$ cat config.mk
export PLATFORM = sky130hd
export DESIGN_NAME = serial_add_arb_flat
export DESIGN_NICKNAME = d
export VERILOG_FILES = /design/src/rtl/serial_add_pkg.sv /design/src/rtl/serial_add_arb_if.sv /design/src/rtl/add2_slice.sv /design/src/rtl/serial_add_arb.sv /design/src/flat_wrapper.sv
export SDC_FILE = /design/constraint.sdc
export NUM_CORES = 1
export LEC_CHECK = 0
export ABC_AREA = 1
export CAP_MARGIN = 30
export CORE_MARGIN = 3
export CORE_UTILIZATION = 30
export CTS_CLUSTER_SIZE = 16
export DETAILED_ROUTE_END_ITERATION = 10
export GPL_ROUTABILITY_DRIVEN = 0
export PLACE_DENSITY = 0.54
export SYNTH_ARGS = -nofsm -noshare
export SYNTH_HDL_FRONTEND = slang
export SYNTH_HIERARCHICAL = 1
export SYNTH_SLANG_ARGS = --single-unit
$ cat constraint.sdc
create_clock -name clk -period 1.9 [get_ports clk]
set_clock_uncertainty 0.15 [all_clocks]
set_input_delay 0.57 -clock clk [delete_from_list [all_inputs] [get_ports clk]]
set_output_delay 0.57 -clock clk [all_outputs]
set_load 0.01 [all_outputs]
$ cat src/rtl/serial_add_pkg.sv
// Shared types and constants for the 2-bit-per-cycle arbitrated serial adder.
package serial_add_pkg;

  localparam int unsigned SLICE_W = 2;

  typedef enum logic [1:0] {
    IDLE,
    RUN,
    DONE
  } state_e;

endpackage

$ cat src/rtl/serial_add_arb_if.sv
// Requester, status and result signals of the serial adder, bundled for port hookup.
interface serial_add_arb_if #(
  parameter int unsigned WIDTH = 8
);

  logic             req0;
  logic             req1;
  logic [WIDTH-1:0] a0;
  logic [WIDTH-1:0] b0;
  logic [WIDTH-1:0] a1;
  logic [WIDTH-1:0] b1;
  logic             cin0;
  logic             cin1;
  logic             ack0;
  logic             ack1;
  logic             busy;
  logic             out_valid;
  logic             out_ready;
  logic [WIDTH-1:0] out_sum;
  logic             out_carry;
  logic             out_id;

  modport master (
    output req0, req1, a0, b0, a1, b1, cin0, cin1, out_ready,
    input  ack0, ack1, busy, out_valid, out_sum, out_carry, out_id
  );

  modport slave (
    input  req0, req1, a0, b0, a1, b1, cin0, cin1, out_ready,
    output ack0, ack1, busy, out_valid, out_sum, out_carry, out_id
  );

endinterface

$ cat src/rtl/add2_slice.sv
// Combinational 2-bit adder slice with carry-in and carry-out.
module add2_slice
  import serial_add_pkg::*;
(
  input  logic [SLICE_W-1:0] a,
  input  logic [SLICE_W-1:0] b,
  input  logic               cin,
  output logic [SLICE_W-1:0] sum,
  output logic               cout
);

  assign {cout, sum} = {1'b0, a} + {1'b0, b} + {{SLICE_W{1'b0}}, cin};

endmodule

$ cat src/rtl/serial_add_arb.sv
// Two-requester round-robin arbiter feeding a serial adder that retires 2 bits per cycle.
module serial_add_arb
  import serial_add_pkg::*;
#(
  parameter int unsigned WIDTH = 8
) (
  input logic             clk,
  input logic             rst_n,
  serial_add_arb_if.slave bus
);

  localparam int unsigned NumSlices = WIDTH / SLICE_W;
  localparam int unsigned CntW      = (NumSlices > 1) ? $clog2(NumSlices) : 1;
  localparam logic [CntW-1:0] LastCnt = CntW'(NumSlices - 1);

  state_e           state_q, state_d;
  logic [CntW-1:0]  cnt_q, cnt_d;
  logic [WIDTH-1:0] a_q, a_d, b_q, b_d;
  logic [WIDTH-1:0] acc_q, acc_d, sum_q, sum_d;
  logic             carry_q, carry_d, cout_q, cout_d;
  logic             owner_q, owner_d, id_q, id_d, last_q, last_d;
  logic             accept, grant;
  logic [SLICE_W-1:0] slice_sum;
  logic             slice_cout;

  // Operands shift right each RUN cycle, so the slice always sees the next pair in bits [1:0].
  add2_slice u_slice (
    .a    (a_q[SLICE_W-1:0]),
    .b    (b_q[SLICE_W-1:0]),
    .cin  (carry_q),
    .sum  (slice_sum),
    .cout (slice_cout)
  );

  assign accept = (state_q == IDLE) && (bus.req0 || bus.req1);
  assign grant  = (bus.req0 && bus.req1) ? ~last_q : bus.req1;

  always_comb begin
    state_d = state_q;
    cnt_d   = cnt_q;
    a_d     = a_q;
    b_d     = b_q;
    acc_d   = acc_q;
    sum_d   = sum_q;
    carry_d = carry_q;
    cout_d  = cout_q;
    owner_d = owner_q;
    id_d    = id_q;
    last_d  = last_q;
    unique case (state_q)
      IDLE: begin
        if (accept) begin
          state_d = RUN;
          cnt_d   = '0;
          a_d     = grant ? bus.a1 : bus.a0;
          b_d     = grant ? bus.b1 : bus.b0;
          carry_d = grant ? bus.cin1 : bus.cin0;
          owner_d = grant;
          last_d  = grant;
        end
      end
      RUN: begin
        a_d     = a_q >> SLICE_W;
        b_d     = b_q >> SLICE_W;
        carry_d = slice_cout;
        acc_d   = acc_q >> SLICE_W;
        acc_d[WIDTH-1 -: SLICE_W] = slice_sum;
        cnt_d   = cnt_q + 1'b1;
        // Result registers only move here, so they hold their old value outside DONE.
        if (cnt_q == LastCnt) begin
          state_d = DONE;
          sum_d   = acc_d;
          cout_d  = slice_cout;
          id_d    = owner_q;
        end
      end
      DONE: begin
        if (bus.out_ready) state_d = IDLE;
      end
      default: state_d = IDLE;
    endcase
  end

  always_ff @(posedge clk or negedge rst_n) begin
    if (!rst_n) begin
      state_q <= IDLE;
      cnt_q   <= '0;
      a_q     <= '0;
      b_q     <= '0;
      acc_q   <= '0;
      sum_q   <= '0;
      carry_q <= 1'b0;
      cout_q  <= 1'b0;
      owner_q <= 1'b0;
      id_q    <= 1'b0;
      last_q  <= 1'b1;  // pretend requester 1 went last so requester 0 wins the first tie
    end else begin
      state_q <= state_d;
      cnt_q   <= cnt_d;
      a_q     <= a_d;
      b_q     <= b_d;
      acc_q   <= acc_d;
      sum_q   <= sum_d;
      carry_q <= carry_d;
      cout_q  <= cout_d;
      owner_q <= owner_d;
      id_q    <= id_d;
      last_q  <= last_d;
    end
  end

  // Acks are combinational off the request, so gate them with reset to keep them low at once.
  assign bus.ack0      = rst_n & accept & ~grant;
  assign bus.ack1      = rst_n & accept & grant;
  assign bus.busy      = (state_q != IDLE);
  assign bus.out_valid = (state_q == DONE);
  assign bus.out_sum   = sum_q;
  assign bus.out_carry = cout_q;
  assign bus.out_id    = id_q;

endmodule

$ cat src/flat_wrapper.sv
// flat-port wrapper written by rule: the top's interface ports become plain ports
module serial_add_arb_flat import serial_add_pkg::*;
#(
  parameter int unsigned WIDTH = 8
)
  (clk, rst_n, bus_req0, bus_req1, bus_a0, bus_b0, bus_a1, bus_b1, bus_cin0, bus_cin1, bus_out_ready, bus_ack0, bus_ack1, bus_busy, bus_out_valid, bus_out_sum, bus_out_carry, bus_out_id);
  serial_add_arb_if #(.WIDTH(WIDTH)) bus_i ();
  input logic clk;
  input logic rst_n;
  input wire logic [$bits(bus_i.req0)-1:0] bus_req0;
  input wire logic [$bits(bus_i.req1)-1:0] bus_req1;
  input wire logic [$bits(bus_i.a0)-1:0] bus_a0;
  input wire logic [$bits(bus_i.b0)-1:0] bus_b0;
  input wire logic [$bits(bus_i.a1)-1:0] bus_a1;
  input wire logic [$bits(bus_i.b1)-1:0] bus_b1;
  input wire logic [$bits(bus_i.cin0)-1:0] bus_cin0;
  input wire logic [$bits(bus_i.cin1)-1:0] bus_cin1;
  input wire logic [$bits(bus_i.out_ready)-1:0] bus_out_ready;
  output wire logic [$bits(bus_i.ack0)-1:0] bus_ack0;
  output wire logic [$bits(bus_i.ack1)-1:0] bus_ack1;
  output wire logic [$bits(bus_i.busy)-1:0] bus_busy;
  output wire logic [$bits(bus_i.out_valid)-1:0] bus_out_valid;
  output wire logic [$bits(bus_i.out_sum)-1:0] bus_out_sum;
  output wire logic [$bits(bus_i.out_carry)-1:0] bus_out_carry;
  output wire logic [$bits(bus_i.out_id)-1:0] bus_out_id;
  assign bus_i.req0 = bus_req0;
  assign bus_i.req1 = bus_req1;
  assign bus_i.a0 = bus_a0;
  assign bus_i.b0 = bus_b0;
  assign bus_i.a1 = bus_a1;
  assign bus_i.b1 = bus_b1;
  assign bus_i.cin0 = bus_cin0;
  assign bus_i.cin1 = bus_cin1;
  assign bus_i.out_ready = bus_out_ready;
  assign bus_ack0 = bus_i.ack0;
  assign bus_ack1 = bus_i.ack1;
  assign bus_busy = bus_i.busy;
  assign bus_out_valid = bus_i.out_valid;
  assign bus_out_sum = bus_i.out_sum;
  assign bus_out_carry = bus_i.out_carry;
  assign bus_out_id = bus_i.out_id;
  serial_add_arb #(.WIDTH(WIDTH)) u_core (.clk(clk), .rst_n(rst_n), .bus(bus_i));
endmodule
==> results of run 1 <==
-- synth_stat cells --
| cell type | number | area [µm²] |
|---|---|---|
| ha_1 | 1 | 12.5 |
| inv_1 | 48 | 180 |
| nand3_1 | 63 | 315 |
| buf_2 | 8 | 40.0 |
| dfrtp_1 | 38 | 951 |
| dfstp_2 | 1 | 26.3 |
| buf_6 | 3 | 33.8 |
| nor2_1 | 7 | 26.3 |
| o21ai_0 | 14 | 70.1 |
| fa_1 | 2 | 40.0 |
| nor2_2 | 1 | 6.26 |
| buf_4 | 3 | 22.5 |
| nand2_4 | 1 | 11.3 |
| nor3_1 | 1 | 5.00 |
| nand2_2 | 2 | 12.5 |
| o31ai_1 | 1 | 7.51 |
| inv_2 | 2 | 7.51 |
| nand2_1 | 63 | 236 |
| nor2_4 | 2 | 22.5 |
| o21ai_2 | 4 | 35.0 |
-- power by group through the flow --
stage | combinational, µW | sequential, µW | clock, µW
after detailed placement | 2030 | 1430 | 0
after floorplan | 1340 | 1440 | 0
after global placement | 2010 | 1420 | 0
after CTS | 2030 | 1420 | 733
final | 1980 | 1420 | 708
after global routing | 2310 | 1470 | 764
-- state kept, by name, indices dropped and copies added (netlist names) --
register and cells:
u_core/a_q 8, u_core/acc_q 6, u_core/b_q 8, u_core/bus.out_carry 1, u_core/bus.out_id 1, u_core/bus.out_sum 8
u_core/carry_q 1, u_core/cnt_q 2, u_core/last_q 1, u_core/owner_q 1, u_core/state_q 2
-- critical path: cells and delay by family, from the launching register on --
family	cells	cell delay [ps]
DFF	1	550
and+or+nand+nor	3	240
buffers and inverters	2	210
-- area by class of cell --
type	count	area (µm²)	area share [%]
flip-flops and latches	39	977	34.2
multi-input cells	162	845	29.6
repair buffers	67	631	22.1
inverters	50	190	6.66
well taps	77	96.3	3.37
clock buffers	6	82.6	2.89
clock inverters	2	35.0	1.23
-- worst min-delay path by stage --
| stage | to | cells after the start | slack [ps] | start |
|---|---|---|---|---|
| after global placement | u_core/bus.out_sum[0] | 2 | 310 | u_core/bus.out_sum[0] |
| final | u_core/state_q[1] | 2 | 210 | rst_n |
| after detailed placement | u_core/bus.out_sum[0] | 2 | 310 | u_core/bus.out_sum[0] |
| after floorplan | u_core/a_q[0] | 0 | 120 | rst_n |
| after CTS | u_core/bus.out_sum[4] | 2 | 230 | rst_n |
| after global routing | u_core/state_q[1] | 2 | 240 | rst_n |
-- per-stage QoR --
stage	total power (µW)	instance area, µm²	hold slack [ps]
floorplan	2790	2100	124
global placement	3420	2720	306
detailed placement	3460	2720	308
CTS	4190	2830	229
global route	4550	2860	244
finish	4110	2860	208
-- logic make-up (layout without fill, tap and decap cells) --
| kind of cell | after synthesis | count (layout) |
|---|---|---|
| compound gates | 19 | 19 |
| fa+ha+maj | 3 | 3 |
| buf+inv | 64 | 125 |
| flops | 39 | 39 |
| simple gates | 140 | 140 |
-- per-layer routing --
metal / up-vias / global-route usage, % / wire length, µm
li1: 942 / - / -
met1: 827 / 16.8 / 2160
met2: 48 / 20.8 / 2090
met3: 2 / 3.50 / 265
met4: 0 / 3.02 / 15
met5: - / 0 / 0
-- repair_timing --
item / 4_1_cts / 5_1_grt
setup buffers: 1 / 0
endpoints found under the hold margin: 0 / 0
pin swaps: 2 / 0
gates resized for setup: 33 / 8
setup endpoints to repair: 7 / 9
==> run_summary.xml, run 1 <==
<?xml version="1.0" encoding="UTF-8"?>
<metrics>
  <group name="placed_design">
    <metric name="post-place-cells" unit="">394</metric>
    <metric name="preCtsSetupSlack" unit="ps">-856</metric>
    <metric name="place_hpwl" unit="mm">3.29</metric>
    <metric name="buffer_ports.inserted" unit="">52</metric>
  </group>
  <group name="yosys">
    <metric name="synth_fp_nets" unit="">307</metric>
    <metric name="synth_top_family_by_area" unit="">simple AND/OR/NAND/NOR gates</metric>
    <metric name="synth_warnings" unit="">6</metric>
    <metric name="multiplexer_fraction_of_the_synthesized_cell_area" unit="%">0</metric>
    <metric name="distinct_cell_type_count_after_synthesis" unit="">20</metric>
    <metric name="synth-adder-area-share" unit="%">2.55</metric>
    <metric name="area_fraction_in_and_or_nand_and_nor_cells_after_synthesis" unit="%">30.8</metric>
    <metric name="share_of_the_synthesized_area_in_compound_gates_ao_oa_aoi_oai" unit="%">5.46</metric>
    <metric name="netlist_area_pre_place" unit="µm²">2060</metric>
    <metric name="yosys.area_share.xor_xnor" unit="%">0</metric>
    <metric name="post_synth_inst_count" unit="">265</metric>
    <metric name="synth_seq_cells" unit="">39</metric>
    <metric name="synthesis.area_per_instance" unit="µm²">7.78</metric>
    <metric name="synth.yosys.seq_area_share" unit="%">47.4</metric>
  </group>
  <group name="setup_path">
    <metric name="crit_path_max_fanout" unit="">2</metric>
    <metric name="critPathRequiredTime" unit="ps">1180</metric>
    <metric name="crit_path_max_incr_delay" unit="ps">550</metric>
    <metric name="timing.rr.start" unit="">u_core/a_q[0]</metric>
    <metric name="worst_setup_path_startpoint" unit="">u_core/last_q</metric>
    <metric name="ff2ff_path_depth" unit="">6</metric>
    <metric name="critPathCaptureType" unit="">output port</metric>
    <metric name="cp.arrival" unit="ps">1270</metric>
    <metric name="crit_slowest_cell" unit="">dfstp_2</metric>
    <metric name="critical_path_class" unit="">register to output port</metric>
    <metric name="critPathLaunchType" unit="">register</metric>
    <metric name="worstReg2RegEnd" unit="">u_core/acc_q[7]</metric>
    <metric name="cp_cell_sequence" unit="">nand2_2 -&gt; nand2_4 -&gt; inv_4 -&gt; nor3_4 -&gt; buf_2</metric>
    <metric name="endpoint" unit="">bus_ack0</metric>
    <metric name="setup.reg_to_reg.worst_slack" unit="ps">140</metric>
  </group>
  <group name="power_and_ir_drop">
    <metric name="p_clk_share" unit="%">17.2</metric>
    <metric name="power_switching" unit="µW">1620</metric>
    <metric name="share_comb_of_total_power" unit="%">48.3</metric>
    <metric name="power_leakage" unit="µW">0.00156</metric>
    <metric name="internal_power" unit="µW">2490</metric>
    <metric name="power-per-cell-area" unit="nW/µm²">1440</metric>
    <metric name="maximum_vdd_drop" unit="µV">534</metric>
    <metric name="power.sequential.fraction" unit="%">34.5</metric>
    <metric name="switching_share" unit="%">39.4</metric>
  </group>
  <group name="clocking">
    <metric name="clock_tree.htree_level_count" unit="">2</metric>
    <metric name="cts.path.max_buffers" unit="">2</metric>
    <metric name="clock-root-buffer" unit="">clkbuf_8</metric>
    <metric name="clock_insertion_delay_worst_skew" unit="ps">280</metric>
    <metric name="clock_input_transition_at_the_sequential_cells_of_the_worst_setup_and_hold_paths" unit="ps">80</metric>
    <metric name="tritoncts_buffer_count" unit="">5</metric>
    <metric name="cts_tree" unit="">yes</metric>
    <metric name="clock-sinks" unit="">39</metric>
    <metric name="holdBufCountCts" unit="">0</metric>
  </group>
  <group name="timing">
    <metric name="final.setup.tns" unit="ps">-135</metric>
    <metric name="period_share" unit="%">105</metric>
    <metric name="report.final.setup_viol" unit="">2</metric>
    <metric name="max_fclk" unit="MHz">503</metric>
    <metric name="worst_slew_margin_rel" unit="%">67.4</metric>
    <metric name="post-route-worst-setup-slack" unit="ps">-89.4</metric>
    <metric name="rsz0062_at_grt" unit="">true</metric>
    <metric name="worst_pin_slew" unit="ps">489</metric>
    <metric name="post-route-min-period" unit="ps">1990</metric>
    <metric name="hold_viol" unit="">0</metric>
    <metric name="max_slew_violation_count" unit="">0</metric>
  </group>
  <group name="run_status">
    <metric name="run_status" unit="">finished, violations left</metric>
    <metric name="violations_in_the_final_reports" unit="">setup timing</metric>
  </group>
  <group name="drt">
    <metric name="detail_route.drc_violations" unit="">0</metric>
    <metric name="drt_first_pass_iters" unit="">4</metric>
    <metric name="postRouteWirelength" unit="mm">4.53</metric>
    <metric name="detail-route-antenna-nets" unit="">0</metric>
    <metric name="wl_per_instance" unit="µm">11.2</metric>
    <metric name="post_drt_via_cell_ratio" unit="">4.51</metric>
    <metric name="routed-via-count" unit="">1819</metric>
    <metric name="drt_first_iter_violations" unit="">92</metric>
  </group>
  <group name="floorplan">
    <metric name="rows" unit="">29</metric>
    <metric name="die-area" unit="µm²">7900</metric>
    <metric name="core_area" unit="µm²">6490</metric>
    <metric name="start_util" unit="%">31.7</metric>
    <metric name="die_x" unit="µm">88.9</metric>
    <metric name="floorplan_die_height" unit="µm">88.9</metric>
    <metric name="io_pins" unit="">53</metric>
  </group>
  <group name="global_route">
    <metric name="grt_antenna_before_repair" unit="">0</metric>
    <metric name="gr-total-overflow" unit="">0</metric>
    <metric name="grt_first_pass_wirelength" unit="mm">8.00</metric>
    <metric name="grtUsageTotal" unit="%">12.7</metric>
    <metric name="grt_start_max_net_pins" unit="">40</metric>
    <metric name="first_global_vias" unit="">1798</metric>
  </group>
  <group name="layout">
    <metric name="areaGrowthSynthToFinish" unit="%">38.5</metric>
    <metric name="most_frequent_cells_in_the_layout" unit="">63 x nand3_1, 60 x nand2_1, 46 x inv_1</metric>
    <metric name="final.fill_count" unit="">678</metric>
    <metric name="final_util" unit="%">44.0</metric>
    <metric name="most_common_library_cell_in_the_layout_ignoring_fill_and_taps" unit="">nand3_1</metric>
    <metric name="finalNonFillerCells" unit="">403</metric>
    <metric name="diodes" unit="">0</metric>
    <metric name="final_layout_size_suffix_gt1_share" unit="%">15.6</metric>
    <metric name="finish.net_count" unit="">367</metric>
  </group>
  <group name="worst_hold_path">
    <metric name="type_of_the_tightest_min_delay_check" unit="">input pin to asynchronous set/reset pin</metric>
  </group>
  <group name="job">
    <metric name="cap_violations" unit="">0</metric>
  </group>
</metrics>
Note: power is estimated with default switching activity, not from simulation.
==> inputs of run 2 (changes only) <==
- PLACE_DENSITY: 0.54 -> 0.53
- SYNTH_HIERARCHICAL: 1 -> not set
- TNS_END_PERCENT: not set -> 1
==> run_summary.xml, run 2 <==
<?xml version="1.0" encoding="UTF-8"?>
<metrics>
  <group name="run_status">
    <metric name="run_status" unit="">finished, violations left</metric>
    <metric name="violations_in_the_final_reports" unit="">setup timing</metric>
  </group>
  <group name="global_route">
    <metric name="grt_util_met3" unit="%">2.95</metric>
    <metric name="global_route.peak_usage_layer" unit="">met2</metric>
    <metric name="grt_antenna_before_repair" unit="">0</metric>
    <metric name="grt_start_max_net_pins" unit="">40</metric>
    <metric name="use_met1" unit="%">16.4</metric>
    <metric name="first_global_vias" unit="">1757</metric>
    <metric name="grt_first_pass_wirelength" unit="mm">8.15</metric>
    <metric name="grtUsageTotal" unit="%">13.1</metric>
    <metric name="gr-total-overflow" unit="">0</metric>
    <metric name="global_route.usage.met2" unit="%">22.3</metric>
  </group>
  <group name="yosys">
    <metric name="post-synth-top-area-fraction" unit="%">45.9</metric>
    <metric name="synth_warnings" unit="">0</metric>
    <metric name="distinct_cell_type_count_after_synthesis" unit="">24</metric>
    <metric name="netlist_area_pre_place" unit="µm²">2070</metric>
    <metric name="synth_top_cell_by_area" unit="">dfrtp_1</metric>
    <metric name="synth.yosys.seq_area_share" unit="%">47.2</metric>
    <metric name="synth_fp_nets" unit="">300</metric>
    <metric name="postSynth.asyncResetShare" unit="%">100</metric>
    <metric name="yosysMostFrequentCell" unit="">nand3_1</metric>
    <metric name="synth.area.top_cells" unit="">dfrtp_1 46%, nand3_1 15%, nand2_1 11%</metric>
    <metric name="synth_seq_cells" unit="">39</metric>
    <metric name="dominantRegCellSynth" unit="">dfrtp_1</metric>
    <metric name="synth_enable_flop_cells" unit="">0</metric>
    <metric name="post_synth_inst_count" unit="">258</metric>
    <metric name="synthesis.area_per_instance" unit="µm²">8.02</metric>
    <metric name="post_synth_most_frequent_cells" unit="">60 x nand3_1, 58 x nand2_1, 44 x inv_1</metric>
  </group>
  <group name="layout">
    <metric name="most_frequent_cells_in_the_layout" unit="">60 x nand3_1, 56 x nand2_1, 44 x inv_1</metric>
    <metric name="finish.net_count" unit="">363</metric>
    <metric name="diodes" unit="">0</metric>
    <metric name="final_design_area_no_fill" unit="µm²">2820</metric>
    <metric name="most_common_library_cell_in_the_layout_ignoring_fill_and_taps" unit="">nand3_1</metric>
    <metric name="final_util" unit="%">43.2</metric>
    <metric name="areaGrowthSynthToFinish" unit="%">36.4</metric>
    <metric name="final_layout_size_suffix_gt1_share" unit="%">17.4</metric>
  </group>
  <group name="setup_path">
    <metric name="cp_cell_sequence" unit="">nand2_2 -&gt; nand2_4 -&gt; inv_4 -&gt; nor3_4 -&gt; buf_2</metric>
    <metric name="crit_path_max_incr_delay" unit="ps">540</metric>
    <metric name="critPathCaptureType" unit="">output port</metric>
    <metric name="critPathRequiredTime" unit="ps">1180</metric>
    <metric name="crit_family" unit="">flip-flops</metric>
    <metric name="crit_slowest_cell" unit="">dfstp_2</metric>
    <metric name="critical_path_class" unit="">register to output port</metric>
    <metric name="crit_path_max_fanout" unit="">2</metric>
    <metric name="worstPathBufferInverterCount" unit="">2</metric>
    <metric name="critPathLaunchType" unit="">register</metric>
    <metric name="cp.arrival" unit="ps">1240</metric>
  </group>
  <group name="timing">
    <metric name="worst_pin_slew" unit="ps">503</metric>
    <metric name="worst_slew_margin_rel" unit="%">66.5</metric>
    <metric name="max_fclk" unit="MHz">510</metric>
    <metric name="period_share" unit="%">103</metric>
    <metric name="report.final.setup_viol" unit="">2</metric>
    <metric name="post-route-min-period" unit="ps">1960</metric>
    <metric name="hold_viol" unit="">0</metric>
    <metric name="post-route-worst-setup-slack" unit="ps">-59.9</metric>
    <metric name="final.hold.worst_slack" unit="ps">202</metric>
    <metric name="max_slew_violation_count" unit="">0</metric>
    <metric name="rsz0062_at_grt" unit="">true</metric>
  </group>
  <group name="drt">
    <metric name="postRouteWirelength" unit="mm">4.52</metric>
    <metric name="detail-route-antenna-nets" unit="">0</metric>
    <metric name="wl_per_instance" unit="µm">11.3</metric>
    <metric name="drt_first_iter_violations" unit="">68</metric>
    <metric name="routed-via-count" unit="">1783</metric>
    <metric name="post_drt_via_cell_ratio" unit="">4.47</metric>
    <metric name="detail_route.drc_violations" unit="">0</metric>
    <metric name="drt_first_pass_iters" unit="">4</metric>
  </group>
  <group name="floorplan">
    <metric name="core_area" unit="µm²">6530</metric>
    <metric name="die-area" unit="µm²">7930</metric>
    <metric name="rows" unit="">29</metric>
    <metric name="die_x" unit="µm">89.1</metric>
    <metric name="floorplan_die_height" unit="µm">89.1</metric>
    <metric name="io_pins" unit="">53</metric>
    <metric name="start_util" unit="%">31.7</metric>
  </group>
  <group name="placed_design">
    <metric name="detailed_place.area" unit="µm²">2710</metric>
    <metric name="place_hpwl" unit="mm">3.26</metric>
    <metric name="preCtsSetupSlack" unit="ps">-829</metric>
    <metric name="buffer_ports.inserted" unit="">52</metric>
  </group>
  <group name="clocking">
    <metric name="cts.path.max_buffers" unit="">2</metric>
    <metric name="clock-sinks" unit="">39</metric>
    <metric name="cts_tree" unit="">yes</metric>
    <metric name="clock_input_transition_at_the_sequential_cells_of_the_worst_setup_and_hold_paths" unit="ps">70</metric>
    <metric name="clock_insertion_delay_worst_skew" unit="ps">280</metric>
    <metric name="clock-root-buffer" unit="">clkbuf_8</metric>
    <metric name="clock_tree.htree_level_count" unit="">2</metric>
    <metric name="tritoncts_buffer_count" unit="">5</metric>
  </group>
  <group name="power_and_ir_drop">
    <metric name="power_leakage" unit="µW">0.00146</metric>
    <metric name="power-per-cell-area" unit="nW/µm²">1400</metric>
    <metric name="maximum_vdd_drop" unit="µV">388</metric>
  </group>
  <group name="job">
    <metric name="cap_violations" unit="">0</metric>
  </group>
  <group name="worst_hold_path">
    <metric name="type_of_the_tightest_min_delay_check" unit="">input pin to asynchronous set/reset pin</metric>
  </group>
</metrics>
[run 2: cell types whose count changed in the layout (fill, tap and decap cells not counted), sizes merged, moves of 2 or more]
| cell | change |
|---|---|
| dlygate4sd2 | +7 |
| dlymetal6s2s | -7 |
| inv | -3 |
| nand2 | -3 |
| nand3 | -3 |
| o21ai | +3 |
| buf | +2 |
| clkbuf | +2 |
[run 2: repair_timing]
action,in CTS,in global routing
pin swaps,5,1
hold buffers,0,0
endpoints found under the setup margin,14,3
cloned,0,0
buffers inserted,3,1
gates resized for setup,38,3
[run 2: report_power, final]
group / leakage (µW) / switching (µW) / internal, µW
sequential: 0.000486 / 189 / 1230
clock: 0.0000515 / 276 / 331
combinational: 0.000925 / 1120 / 815
[run 2: cell families (layout without fill, tap and decap cells)]
group,after synthesis,count (layout),share of synthesized area [%]
AO/OA/AOI/OAI,22,22,6.71
adder cells (fa/ha/maj),3,3,2.54
buffers and inverters,60,124,12.9
flip-flops,39,39,47.2
AND/OR/NAND/NOR,134,134,30.6
[run 2: through the flow]
stage | std cells | TNS [ps] | power [µW]
finish | 399 | -110 | 3960
CTS | 398 | -138 | 4020
global route | 399 | -239 | 4400
detailed placement | 387 | -4950 | 3430
global placement | 387 | -4790 | 3400
floorplan | 258 | 0 | 2780
[run 2: layout make-up]
| class | count | area, µm² |
|---|---|---|
| timing repair buffer | 69 | 607 |
| inverter | 47 | 184 |
| sequential | 39 | 977 |
| multi-input combinational | 159 | 858 |
| fill | 700 | 3710 |
| clock buffer | 8 | 100 |
| tap | 77 | 96.3 |
[run 2: final timing paths]
kind | cells after the start | from | endpoint | slack (ps)
worst max-delay path | 5 | u_core.last_q | bus_ack0 | -60
worst min-delay path | 2 | rst_n | u_core.state_q[1] | 200
worst max register to register | 5 | u_core.b_q[0] | u_core.carry_q | 130
worst min register to register | 2 | u_core.bus.out_sum[0] | u_core.bus.out_sum[0] | 320
max in group asynchronous | 2 | rst_n | u_core.last_q | 1020
min in group clk | 2 | u_core.bus.out_sum[0] | u_core.bus.out_sum[0] | 320
[run 2: worst register-to-register path: cells and delay by family, from the launching register on]
family	cells	cell delay, ps
buf+inv	1	70
fa+ha+maj	2	760
flops	1	360
simple gates	2	380
[run 2: per-layer routing]
layer,routed length [µm],vias to the layer above,share of wire (%)
li1,-,932,-
met1,2080,814,46
met2,2190,33,48
met3,196,4,4.3
met4,51,0,1.1
met5,0,-,0
